[src/rtl/cbm2_slot_sequencer.sv]
// rtl/cbm2_slot_sequencer.sv - CBM-II system-cycle slot sequencer
//
// Divides clk_sys into a repeating frame of EXT, VID and CPU slots and
// derives the CPU/VIC/IO clock enables, SDRAM strobes and the refresh /
// io_cycle handshake from the current slot.
//
// Ports:
//   clk_sys, reset_n       clock, synchronous active-low reset
//   rfsh_div[3:0]          refresh every rfsh_div+1 frames (latched at frame end)
//   vid_req                video wants RAM this frame
//   cpu_req, cpu_we        CPU RAM access / write
//   cpu_rdy                low withholds enable_cpu for this frame
//   slot[SW-1:0]           current slot index
//   frame_end              last slot of the frame
//   io_cycle               SDRAM free for external/IO use
//   vid_cycle, cpu_cycle   slot region indicators
//   ram_ce, ram_we         SDRAM chip enable / write
//   refresh                one-clock refresh request
//   enable_cpu/vic/io_p/io_n  clock enables
//   pulse_wr_io            registered IO write pulse
//   sys_reset              frame-aligned active-high system reset
module cbm2_slot_sequencer #(
  parameter int EXT_LEN    = 12,
  parameter int VID_LEN    = 4,
  parameter int CPU_LEN    = 16,
  parameter int RFSH_OFS   = 4,
  parameter int RFSH_LEN   = 4,
  parameter int CPU_EN_OFS = 2,
  parameter int WR_OFS     = 12,
  parameter int IOP_OFS    = 13,
  localparam int TOTAL     = EXT_LEN + VID_LEN + CPU_LEN,
  localparam int SW        = $clog2(TOTAL)
) (
  input  logic          clk_sys,
  input  logic          reset_n,
  input  logic [3:0]    rfsh_div,
  input  logic          vid_req,
  input  logic          cpu_req,
  input  logic          cpu_we,
  input  logic          cpu_rdy,
  output logic [SW-1:0] slot,
  output logic          frame_end,
  output logic          io_cycle,
  output logic          vid_cycle,
  output logic          cpu_cycle,
  output logic          ram_ce,
  output logic          ram_we,
  output logic          refresh,
  output logic          enable_cpu,
  output logic          enable_vic,
  output logic          enable_io_p,
  output logic          enable_io_n,
  output logic          pulse_wr_io,
  output logic          sys_reset
);

  if (EXT_LEN < 1 || VID_LEN < 1 || CPU_LEN < 4 ||
      RFSH_OFS < 1 || RFSH_LEN < 1 || RFSH_OFS + RFSH_LEN > EXT_LEN ||
      CPU_EN_OFS < 0 || CPU_EN_OFS >= CPU_LEN ||
      WR_OFS < 0 || WR_OFS >= CPU_LEN ||
      IOP_OFS < 0 || IOP_OFS >= CPU_LEN) begin : g_bad_params
    $error("cbm2_slot_sequencer: illegal parameter set");
  end

  localparam logic [SW-1:0] S_LAST     = SW'(TOTAL - 1);
  localparam logic [SW-1:0] S_VID      = SW'(EXT_LEN);
  localparam logic [SW-1:0] S_VID_LAST = SW'(EXT_LEN + VID_LEN - 1);
  localparam logic [SW-1:0] S_CPU      = SW'(EXT_LEN + VID_LEN);
  localparam logic [SW-1:0] S_RFSH_PRE = SW'(RFSH_OFS - 1);
  localparam logic [SW-1:0] S_RFSH     = SW'(RFSH_OFS);
  localparam logic [SW-1:0] S_RFSH_END = SW'(RFSH_OFS + RFSH_LEN);
  localparam logic [SW-1:0] C_VIDTAIL  = SW'(CPU_LEN - 4);
  localparam logic [SW-1:0] C_EN       = SW'(CPU_EN_OFS);
  localparam logic [SW-1:0] C_WR       = SW'(WR_OFS);
  localparam logic [SW-1:0] C_IOP      = SW'(IOP_OFS);

  logic [3:0]    fc;
  logic [3:0]    div_l;
  logic          io_n_armed;
  logic          in_ext;
  logic          in_vid;
  logic          in_cpu;
  logic          rfsh_frame;
  logic [SW-1:0] c;

  assign in_ext     = (slot < S_VID);
  assign in_vid     = (slot >= S_VID) && (slot < S_CPU);
  assign in_cpu     = (slot >= S_CPU);
  // CPU-relative slot index; only meaningful while in_cpu.
  assign c          = slot - S_CPU;
  assign rfsh_frame = (fc == 4'd0);

  assign frame_end   = (slot == S_LAST);
  assign io_cycle    = in_ext && !(rfsh_frame && slot >= S_RFSH && slot < S_RFSH_END);
  assign cpu_cycle   = in_cpu;
  assign vid_cycle   = in_vid || (in_cpu && c >= C_VIDTAIL);
  assign ram_ce      = (slot == S_VID && vid_req) || (slot == S_CPU && cpu_req);
  assign ram_we      = cpu_we && cpu_req && in_cpu;
  // A missed enable is simply dropped; the frame never stretches.
  assign enable_cpu  = in_cpu && (c == C_EN) && cpu_rdy;
  assign enable_vic  = (slot == S_VID_LAST) || (slot == S_LAST);
  assign enable_io_p = in_cpu && (c == C_IOP);
  assign enable_io_n = (slot == '0) && io_n_armed;

  always_ff @(posedge clk_sys) begin
    if (!reset_n) begin
      slot        <= '0;
      fc          <= '0;
      div_l       <= '0;
      sys_reset   <= 1'b1;
      refresh     <= 1'b0;
      pulse_wr_io <= 1'b0;
      io_n_armed  <= 1'b0;
    end else begin
      slot        <= frame_end ? '0 : slot + SW'(1);
      refresh     <= (slot == S_RFSH_PRE) && rfsh_frame;
      pulse_wr_io <= in_cpu && (c == C_WR) && cpu_we;
      if (frame_end) begin
        // The divider is latched here so a mid-frame change applies next frame.
        fc         <= (fc == div_l) ? 4'd0 : fc + 4'd1;
        div_l      <= rfsh_div;
        sys_reset  <= 1'b0;
        io_n_armed <= 1'b1;
      end
    end
  end

endmodule

[config.mk]
export PLATFORM = sky130hd
export DESIGN_NAME = cbm2_slot_sequencer
export DESIGN_NICKNAME = d
export VERILOG_FILES = /design/src/rtl/cbm2_slot_sequencer.sv
export SDC_FILE = /design/constraint.sdc
export NUM_CORES = 1
export LEC_CHECK = 0
export ABC_CLOCK_PERIOD_IN_PS = 1800
export BUFFER_PORTS_ARGS = -buffer_cell sky130_fd_sc_hd__buf_2
export CAP_MARGIN = 20
export CORE_ASPECT_RATIO = 1.5
export CORE_MARGIN = 3
export CORE_UTILIZATION = 34
export DETAILED_ROUTE_END_ITERATION = 7
export GPL_TIMING_DRIVEN = 0
export PLACE_DENSITY_LB_ADDON = 0.3
export SKIP_CTS_REPAIR_TIMING = 1
export SYNTH_ARGS = -nofsm -noshare
export SYNTH_HDL_FRONTEND = slang
export SYNTH_SLANG_ARGS = --single-unit
[constraint.sdc]
create_clock -name clk_sys -period 1.8 [get_ports clk_sys]
set_input_delay 0.09 -clock clk_sys [delete_from_list [all_inputs] [get_ports clk_sys]]
set_output_delay 0.09 -clock clk_sys [all_outputs]
set_load 0.01 [all_outputs]
== Word-level counts from Yosys, hierarchy flattened ==
Index checks and enable logic that the tools add are counted.
Word-level totals
  output and inout port bits: 18
  register bits: 17
  bits of input ports: 10
  logic and storage cells: 51
Cells by class
  $lt $le $gt $ge: 7
  equality and inequality tests: 9
  muxes and demuxes: 1
  add/subtract/negate cells: 3
  reduce and logical (&&, ||, !) cells: 23
  bitwise operators: 1
Operators with widths (number)
  $eq A5 B4 Y1 const B: 4
  $logic_and A1 B1 Y1: 16
  $eq A5 B2 Y1 const B: 2
  $eq A5 B5 Y1 const B: 2
  $ge A5 B4 Y1 const B: 2
  $lt A5 B4 Y1 const B: 2
  $add A5 B1 Y5 const B: 1
  $ge A5 B3 Y1 const B: 1
  $ge A5 B5 Y1 const B: 1
  $logic_not A5 Y1: 1
  $lt A5 B5 Y1 const B: 1
  $sub A5 B5 Y5 const B: 1
  $add A4 B1 Y4 const B: 1
  $eq A4 B4 Y1: 1
  $logic_not A4 Y1: 1
  $mux W4: 1
  $logic_or A1 B1 Y1: 3
  $reduce_or A2 Y1: 1
  $logic_not A1 Y1: 1
  $not A1 Y1: 1

== Logic depth before layout (Yosys ltp) ==
Gate-level depths: netlist (run 1).
  depth in word-level cells: 5
  mapped depth: 7
  mapped depth without buffers: 6

== Worst setup path before layout (run 1) ==
Ideal clock, no wire load.
  kind: register to register
  start: register slot[0]
  end: register div_l[0]
  buffers on the path: 2
  data required time: 1.684 ns
  cell stages (with the launch flop): 8
  setup time: 0.116 ns
  path slack: 0.020 ns
  arrival time: 1.664 ns
  clock period less this slack: 1.780 ns
  path through: dfxtp_1 > ha_1 > and3_1 > ha_1 > buf_2 > buf_2 > mux2i_1 > nor2_1
On the way
  cells in the longest elaborated chain, start to end: 1
Ends and longest elaborated chain
  from (decl): line 41  | output logic [SW-1:0] slot,
  from (signal assigned): line 115  | slot <= frame_end ? '0 : slot + SW'(1);
  $eq A5 B5 Y1: line 93  | assign frame_end = (slot == S_LAST);
  net frame_end: line 42  | output logic frame_end,
  to (signal assigned): line 121  | div_l <= rfsh_div;
  to (decl): line 78  | logic [3:0] div_l;
The timed path passes the listed nets, and every way through them passes these cells.
A chain may end at the register's enable or synchronous reset.

== Worst setup path after layout (run 1) ==
  start: register slot[1]
  end: output port enable_vic
On the way
  cells in the longest elaborated chain, start to end: 2
  elaborated cells on any way between the ends: 3
  those cells by class: 2 x eq/ne; 1 x reduce/logical
Ends and longest elaborated chain
  $eq A5 B4 Y1 / $eq A5 B5 Y1 (equally long branches): line 101  | assign enable_vic = (slot == S_VID_LAST) || (slot == S_LAST);
  $logic_or A1 B1 Y1 *: line 101
  to (decl): line 50  | output logic enable_vic,
Every way passes the cells marked *; elsewhere a longest branch is shown, timed or not.

==> run metrics, run 1 <==
MaxCap Viol Count 0; min Tclk post-route 1.73 ns; total negative slack 0 ns; Critical Path Start slot[1]; Cell Chain, Critical Path ha_4 > and3_4 > ha_4 > buf_6 > or2_4 > buf_6; hold_sp rfsh_div[3]; die width 46.7 µm; crit path DAT 1.64 ns; synthesized flop and latch total 17; HP Class in2reg; CP startpoint kind register; Cell variety after synth 28; Worst Path Max Fanout 10; drt pass-1 iters 4; final net count 148; Slew @ Worst Pin 0.439 ns; Max VDD drop 0.301 mV; ANT nets after route 0; # rows 21; Post-DP Area between 0.001 and 0.0015 mm²; total track usage 13.3%; CTS Buf Count 3; met2 Usage GRT 22.9%; Longest Clk Path Bufs 2; syn avg cell area roughly 9.1 µm²; gr busiest metal met2; met1 usage 15.1%; global-route track usage on met3 approximately 2.4%; Final setup viols 0; hold depth 3; Clock Latency Late Sink 0.28 ns; asr flop ratio synth 0%; die area between 0.003 and 0.004 mm²; number of antenna violations at the first check in global routing 0; count leader, synth dfxtp_1; CP max stage delay 0.37 ns; Post-synth EDFFs 0; H-tree levels 1; WL per Instance 11.9 µm; Slew Limit Fails 0; status finished, final reports clean; Worst Skew 0.00465 ns; Critical Path RT 1.71 ns; crit path buf inv count 2; number of port buffers 27; R2R depth 6; syn_nets 111; pin count of the biggest net entering global routing 12; fill count roughly 240; Vias/cell about 5.0; Worst Hold Path EP div_l[3]; share of layout cells above drive strength 1 37.2%; number of global-route vias before repair 704; Post-Synthesis Cells 93; max_slew headroom 70.5%; kind of cell adding the most delay to the critical path simple AND/OR/NAND/NOR gates; CTS root buffer clkbuf_4; yosys warns 0; Clock transition at path regs 0.09 ns; CTS sink cnt 17; WL final 1.81 mm; maximum operating frequency 578 MHz; Remaining Overflow, GRT 0; r2r setup slk 0.21 ns; HPWL after detailed placement 1.33 mm; synth cell count leaders dfxtp_1 (17), nor2_1 (15), ha_1 (8); initial drt markers 15; Area contributors post-synth dfxtp_1 (40%), ha_1 (12%), nor2_1 (6.7%); CP Capture Type output port; Vias 760; Worst R2R Start slot[1]; overall die height 67.1 µm; first-pass GRT wire length 3.04 mm; post-synth top area share 40.2%; Layout area overhead 33.7%; Crit-path slowest cell dfxtp_4; core area 0.00231 mm²; fin crit share 96.2%; Ports 28; endpoints failing hold 0; Pwr per Cell Area roughly 580 mW/mm²; area leader, netlist dfxtp_1; synthesized cell area between 800 and 900 µm²; Final Cell Area between 0.001 and 0.0015 mm²; clock tree from TritonCTS done; Placer Congestion 0.773; register area share after synthesis between 40 and 50%; Worst Path Class, Setup reg2out; diode count 0; leading register cell type out of synthesis dfxtp_1; Pleak 0.559 nW; Remaining DRCs 0; effective utilization at floorplan 36.6%; reg2reg end fc[2]
[where the power goes]
group | switching, mW | total, mW | leakage [nW] | internal (mW)
combinational | 0.0347 | 0.0668 | 0.405 | 0.0320
clock | 0.107 | 0.193 | 0.0150 | 0.0859
sequential | 0.00919 | 0.392 | 0.139 | 0.382
total | 0.151 | 0.651 | 0.559 | 0.500
[placed cells by master, fill, tap and decap left out, types with 3 or more instances in the layout]
cell and n:
buf_2 26, nor2_1 15, dfxtp_1 15, inv_1 7, xor2_1 6, ha_1 6
buf_4 6, nand3_1 5, and3_1 4, mux2i_1 4, clkbuf_4 3
[state kept, by name, summed over array words and instances (netlist names)]
register / cells
refresh: 1
fc: 4
io_n_armed: 1
slot: 5
div_l: 4
pulse_wr_io: 1
sys_reset: 1
[layer usage]
layer | share of wire, % | vias to the layer above
li1 | - | 390
met1 | 43 | 347
met2 | 50 | 21
met3 | 6.0 | 2
met4 | 0.89 | 0
met5 | 0 | -
[cells by family (layout without fill, tap and decap cells)]
logic type | after synthesis | in the layout | synth area share (%)
and+or+nand+nor | 38 | 38 | 23.8
DFF | 17 | 17 | 40.2
buffers and inverters | 11 | 47 | 5.18
adders and majority gates | 8 | 8 | 11.8
AOI/OAI and AO/OA | 8 | 8 | 6.95
xor gates and xnor gates | 7 | 7 | 7.25
muxes | 4 | 4 | 4.73
[worst max-delay path by stage]
stage / endpoint / cells past startpoint / slack (ns)
final: enable_vic / 6 / 0.07
after detailed placement: enable_vic / 7 / -0.11
after global placement: enable_vic / 7 / -0.09
after floorplan: div_l[0] / 7 / 0.02
after CTS: enable_vic / 7 / -0.45
after global routing: enable_vic / 6 / -0.002
[through the flow]
stage	setup slack (ns)	total power, mW	hold slack, ns	util (%)	std cells
after floorplan	0.0195	0.427	0.166	-	93
after global placement	-0.0922	0.454	0.327	43.7	143
after detailed placement	-0.105	0.454	0.337	43.7	143
after CTS	-0.447	0.654	0.0372	44.8	147
after global routing	-0.00205	0.692	0.0463	48.9	152
final	0.0686	0.651	0.0425	48.9	152
[worst reg2reg max path, delay by kind of cell (launching register included)]
family	cells	cell delay, ns
compound gates	1	0.33
fa+ha+maj	2	0.33
buf+inv	1	0.13
flops	1	0.37
simple gates	2	0.34
[layout make-up]
class | instances | area [µm²] | area share (%)
Multi-Input combinational cell | 65 | 497 | 43.9
Sequential cell | 17 | 348 | 30.8
Timing Repair Buffer | 33 | 186 | 16.5
Inverter | 8 | 30.0 | 2.65
Tap cell | 23 | 28.8 | 2.54
Clock buffer | 4 | 26.3 | 2.32
Buffer | 2 | 15.0 | 1.33
Note: power is estimated with default switching activity, not from simulation.
==> inputs of run 2 (changes only) <==
--- a/config.mk
+++ b/config.mk
@@ -5,9 +5,9 @@
 export SDC_FILE = /design/constraint.sdc
 export NUM_CORES = 1
 export LEC_CHECK = 0
+export ABC_AREA = 1
 export ABC_CLOCK_PERIOD_IN_PS = 1800
 export BUFFER_PORTS_ARGS = -buffer_cell sky130_fd_sc_hd__buf_2
-export CAP_MARGIN = 20
 export CORE_ASPECT_RATIO = 1.5
 export CORE_MARGIN = 3
 export CORE_UTILIZATION = 34
==> run metrics, run 2 <==
status finished, final reports clean; first-pass GRT wire length 3.39 mm; asr flop ratio synth 0%; ANT nets after route 0; Vias/cell roughly 4.4; CTS sink cnt 17; share of layout cells above drive strength 1 a little under a third; maximum operating frequency 585 MHz; drt pass-1 iters 4; effective utilization at floorplan between 30% and 40%; WL final about 2.0 mm; CP startpoint kind register; yosys warns 0; leading register cell type out of synthesis dfxtp_1; Remaining Overflow, GRT 0; clock tree from TritonCTS done; R2R depth 8; register area share after synthesis 36.8%; max_slew headroom about three quarters; pin count of the biggest net entering global routing 11; RSZ-0062 raised after global routing no; area leader, netlist dfxtp_1; commonest non-fill, non-tap cells in the layout nand2_1 (32), buf_2 (26), inv_1 (18); Vias a little under 900; die width just under 50 µm; Worst Skew 0.00294 ns; Hold WS 0.0360 ns; CTS Buf Count 3; initial drt markers 22; Clock Latency Late Sink around 0.29 ns; Finished Core Util between 40 and 50%; syn avg cell area 7.11 µm²; Worst Path Class, Setup reg2out; Ports 28; synth cell count leaders nand2_1 (32), inv_1 (18), dfxtp_1 (17); final net count 181; post-synth top area share ~37%; Final setup viols 0; Slew @ Worst Pin 0.346 ns; WL per Instance 10.3 µm; MaxCap Viol Count 0; Regs by FF count slot (5), div_l (4), fc (4); Slew Limit Fails 0; Layout area overhead 25.6%; number of antenna violations at the first check in global routing 0; Top reg by flops slot; Max VDD drop ~0.4 mV; fin crit share a little over nine tenths; CP Capture Type output port; Post-Synthesis Cells 130; # rows 22; r2r setup slk 0.27 ns; commonest non-fill, non-tap cell in the layout nand2_1; Critical Path RT 1.71 ns; Pleak 0.593 nW; total track usage ~12%; Area contributors post-synth dfxtp_1 (37%), nand2_1 (13%), ha_1 (11%); syn_nets 148; endpoints failing hold 0; max FFs per register 5; diode count 0; min Tclk post-route 1.71 ns; Remaining DRCs 0; Post-synth EDFFs 0; Post-DP Area 0.00110 mm²; hold depth 3; Cell variety after synth 23; number of global-route vias before repair 827; synthesized cell area 925 µm²; core area roughly 0.0025 mm²; count leader, synth nand2_1; Longest Clk Path Bufs 2; Worst Path Max Fanout 8; die area 0.00339 mm²; HP Class in2reg; CTS root buffer clkbuf_4; Final Cell Area around 0.0012 mm²; number of port buffers 26; Clock transition at path regs 0.10 ns; Placer Congestion 0.756; crit path DAT 1.62 ns; HPWL after detailed placement 1.64 mm; H-tree levels 1; synthesized flop and latch total 17; overall die height 69.9 µm; Pwr per Cell Area 566 mW/mm²
run 2: changes by cell type in the layout (fill, tap and decap cells not counted), moves of 4 or more:
cell,previous run,this run
xor2_1,6,1
mux2i_1,4,0
nand2_1,2,32
and3_1,4,0
nand3_1,5,11
inv_1,7,18
o21ai_1,0,4
inv_2,1,5
run 2: path summary, 6_finish.rpt:
path | to | startpoint
hold reg to reg | io_n_armed | io_n_armed
setup / recovery | enable_vic | slot[4]
hold / removal | div_l[1] | rfsh_div[1]
setup reg to reg | div_l[1] | slot[1]
run 2: kinds of logic (layout without fill, tap and decap cells):
group | Yosys count | after routing | share of synthesized area (%)
AND/OR/NAND/NOR | 70 | 70 | 35.2
adder cells (fa/ha/maj) | 8 | 8 | 10.8
XOR/XNOR | 1 | 1 | 0.947
AO/OA/AOI/OAI | 8 | 8 | 4.87
buffers and inverters | 26 | 58 | 11.4
flip-flops | 17 | 17 | 36.8
run 2: per-layer routing:
layer | track usage, % | wire length, µm | vias up
li1 | - | - | 465
met1 | 12.7 | 900 | 385
met2 | 23.6 | 1050 | 17
met3 | 2.13 | 62 | 4
met4 | 6.33 | 31 | 0
met5 | 0 | 0 | -
run 2: final cells by class:
class | instances | area, µm²
Clock buffer | 4 | 26.3
Multi-Input combinational cell | 87 | 494
Fill cell | 284 | 1370
Timing Repair Buffer | 29 | 153
Inverter | 23 | 86.3
Tap cell | 36 | 45.0
Buffer | 2 | 11.3
Sequential cell | 17 | 345
run 2: critical path, cell delays in order, from the launching register on:
cell and delay [ns]:
dfxtp_1 0.54, inv_1 0.16, ha_1 0.22, or2_2 0.27
buf_2 0.14
run 2: per-stage QoR:
stage	setup slack [ns]	TNS [ns]	total power, mW	cells
after detailed placement	0.129	0	0.457	192
after global routing	0.0363	0	0.694	198
after floorplan	0.231	0	0.432	130
final	0.0899	0	0.658	198
after CTS	-0.179	-0.179	0.664	196
after global placement	0.158	0	0.456	192
run 2: report_power, final:
part           switching (mW)  internal (mW)  total [mW]
Combinational          0.0370         0.0254      0.0624
Sequential            0.00619          0.382       0.389
Clock                   0.121         0.0861       0.207
Total                   0.164          0.494       0.658
==> inputs of run 3 (changes only) <==
==> constraint.sdc (replaced) <==
create_clock -name clk_sys -period 1.8 [get_ports clk_sys]
set_input_delay 0.27 -clock clk_sys [delete_from_list [all_inputs] [get_ports clk_sys]]
set_output_delay 0.27 -clock clk_sys [all_outputs]
set_load 0.01 [all_outputs]
==> run metrics, run 3 (same netlist as run 2, synthesis figures left out) <==
status finished, violations left; failing checks setup timing; overall die height roughly 70 µm; HPWL after detailed placement roughly 1.6 mm; Remaining Overflow, GRT 0; Critical Path Start slot[1]; gr busiest metal met2; max_slew headroom between 80% and 90%; Worst Path Max Fanout 5; initial drt markers 18; Post-DP Area about 0.0011 mm²; CP startpoint kind register; Remaining DRCs 0; CTS Buf Count 3; min Tclk post-route approximately 1.8 ns; fin crit share 101%; crit path DAT between 1.5 and 2 ns; Clock Latency Late Sink 0.29 ns; CTS root buffer clkbuf_4; maximum operating frequency 550 MHz; CP max stage delay 0.38 ns; final net count 182; die width just under 50 µm; reg2reg end slot[2]; CTS sink cnt 17; HP Class in2reg; Pleak 0.600 nW; PnR worst setup slack -0.0190 ns; diode count 0; Final setup viols 1; endpoints failing hold 0; die area between 0.003 and 0.004 mm²; ANT nets after route 0; Pwr Total 0.661 mW; met2 Usage GRT 23.6%; Placer Congestion 0.756; Switch Pwr 0.165 mW; Slew @ Worst Pin 0.228 ns; global-route track usage on met3 2.13%; Longest Clk Path Bufs 2; Worst R2R Start slot[1]; max FFs per register 5; first-pass GRT wire length 3.39 mm; switching share of total power 25.0%; Vias 879; Reg power frac 59.2%; R2R depth 9; Slew Limit Fails 0; r2r setup slk 0.28 ns; number of global-route vias before repair 827; Ports 28; Final Cell Area 0.00121 mm²; Finished Layout Cells 199; MaxCap Viol Count 0; internal power 0.496 mW; Layout area overhead 30.6%; Pwr per Cell Area 547 mW/mm²; pin count of the biggest net entering global routing 11; commonest non-fill, non-tap cell in the layout nand2_1; Critical Path RT 1.53 ns; Vias/cell between 4 and 5; WL per Instance 10.5 µm; clock power share 31.0%; Finished Core Util between 40 and 50%; number of cells on the critical path 7; total negative slack -0.0190 ns; kind of cell adding the most delay to the critical path flip-flops; core area 0.00253 mm²; number of antenna violations at the first check in global routing 0; share of layout cells above drive strength 1 34.4%; Top reg by flops slot; CP endpoint enable_vic; effective utilization at floorplan roughly 37%; Clock transition at path regs 0.10 ns; Regs by FF count slot (5), div_l (4), fc (4); total track usage 12.4%; commonest non-fill, non-tap cells in the layout nand2_1 (32), buf_2 (25), inv_1 (17); Worst Path Class, Setup reg2out; CP Capture Type output port; logic gate share of total power 9.8%; H-tree levels 1; drt pass-1 iters 4; met1 usage 12.7%; # rows 22; Placed Instances 192; clock tree from TritonCTS done; Worst Skew 0.00446 ns; crit path buf inv count 3; RSZ-0062 raised after global routing yes; Crit-path slowest cell dfxtp_4; WL final 2.09 mm; Cell Chain, Critical Path ha_4 > inv_4 > nor2_4 > ha_4 > buf_6 > or2_4 > buf_6; Max VDD drop 0.413 mV; number of port buffers 26
-- run 3: cell types whose count changed in the layout (fill, tap and decap cells not counted), sizes merged --
cell | previous run | this run
buf | 30 | 31
-- run 3: power by group through the flow --
stage                     sequential [mW]  clock, mW  combinational, mW
after floorplan                     0.401          0             0.0316
after global placement              0.398          0             0.0572
after detailed placement            0.398          0             0.0590
after CTS                           0.390      0.214             0.0593
after global routing                0.393      0.233             0.0736
final                               0.391      0.205             0.0647
-- run 3: metrics by stage --
| stage | hold WS (ns) | worst slack (ns) |
|---|---|---|
| 3_3_place_gp | 0.447 | -0.00885 |
| 6_report | 0.216 | -0.0190 |
| 5_1_grt | 0.210 | -0.0776 |
| 3_5_place_dp | 0.449 | -0.0250 |
| 2_1_floorplan | 0.411 | 0.103 |
| 4_1_cts | 0.214 | -0.359 |
-- run 3: layout make-up --
| cell class | instances | area, µm² |
|---|---|---|
| fillers | 281 | 1330 |
| multi-input cells | 87 | 514 |
| flip-flops and latches | 17 | 352 |
| repair buffers | 29 | 159 |
| inverters | 23 | 88.8 |
| well taps | 36 | 45.0 |
| clock buffers | 4 | 26.3 |
| plain buffers | 3 | 22.5 |
-- run 3: layer usage --
layer,routed length [µm],up-vias
li1,-,469
met1,891,389
met2,1110,17
met3,60,4
met4,31,0
met5,0,-
-- run 3: worst min-delay path by stage --
| stage | cells after the start | endpoint | start |
|---|---|---|---|
| floorplan | 2 | pulse_wr_io | cpu_we |
| CTS | 3 | div_l[1] | rfsh_div[1] |
| global placement | 2 | io_n_armed | io_n_armed |
| global route | 3 | div_l[3] | rfsh_div[3] |
| detailed placement | 2 | io_n_armed | io_n_armed |
| finish | 3 | div_l[1] | rfsh_div[1] |
-- run 3: tightest hold or removal path, cell delays in order --
cell,delay (ns)
buf_2,0.07
nand3_1,0.06
o21ai_1,0.07
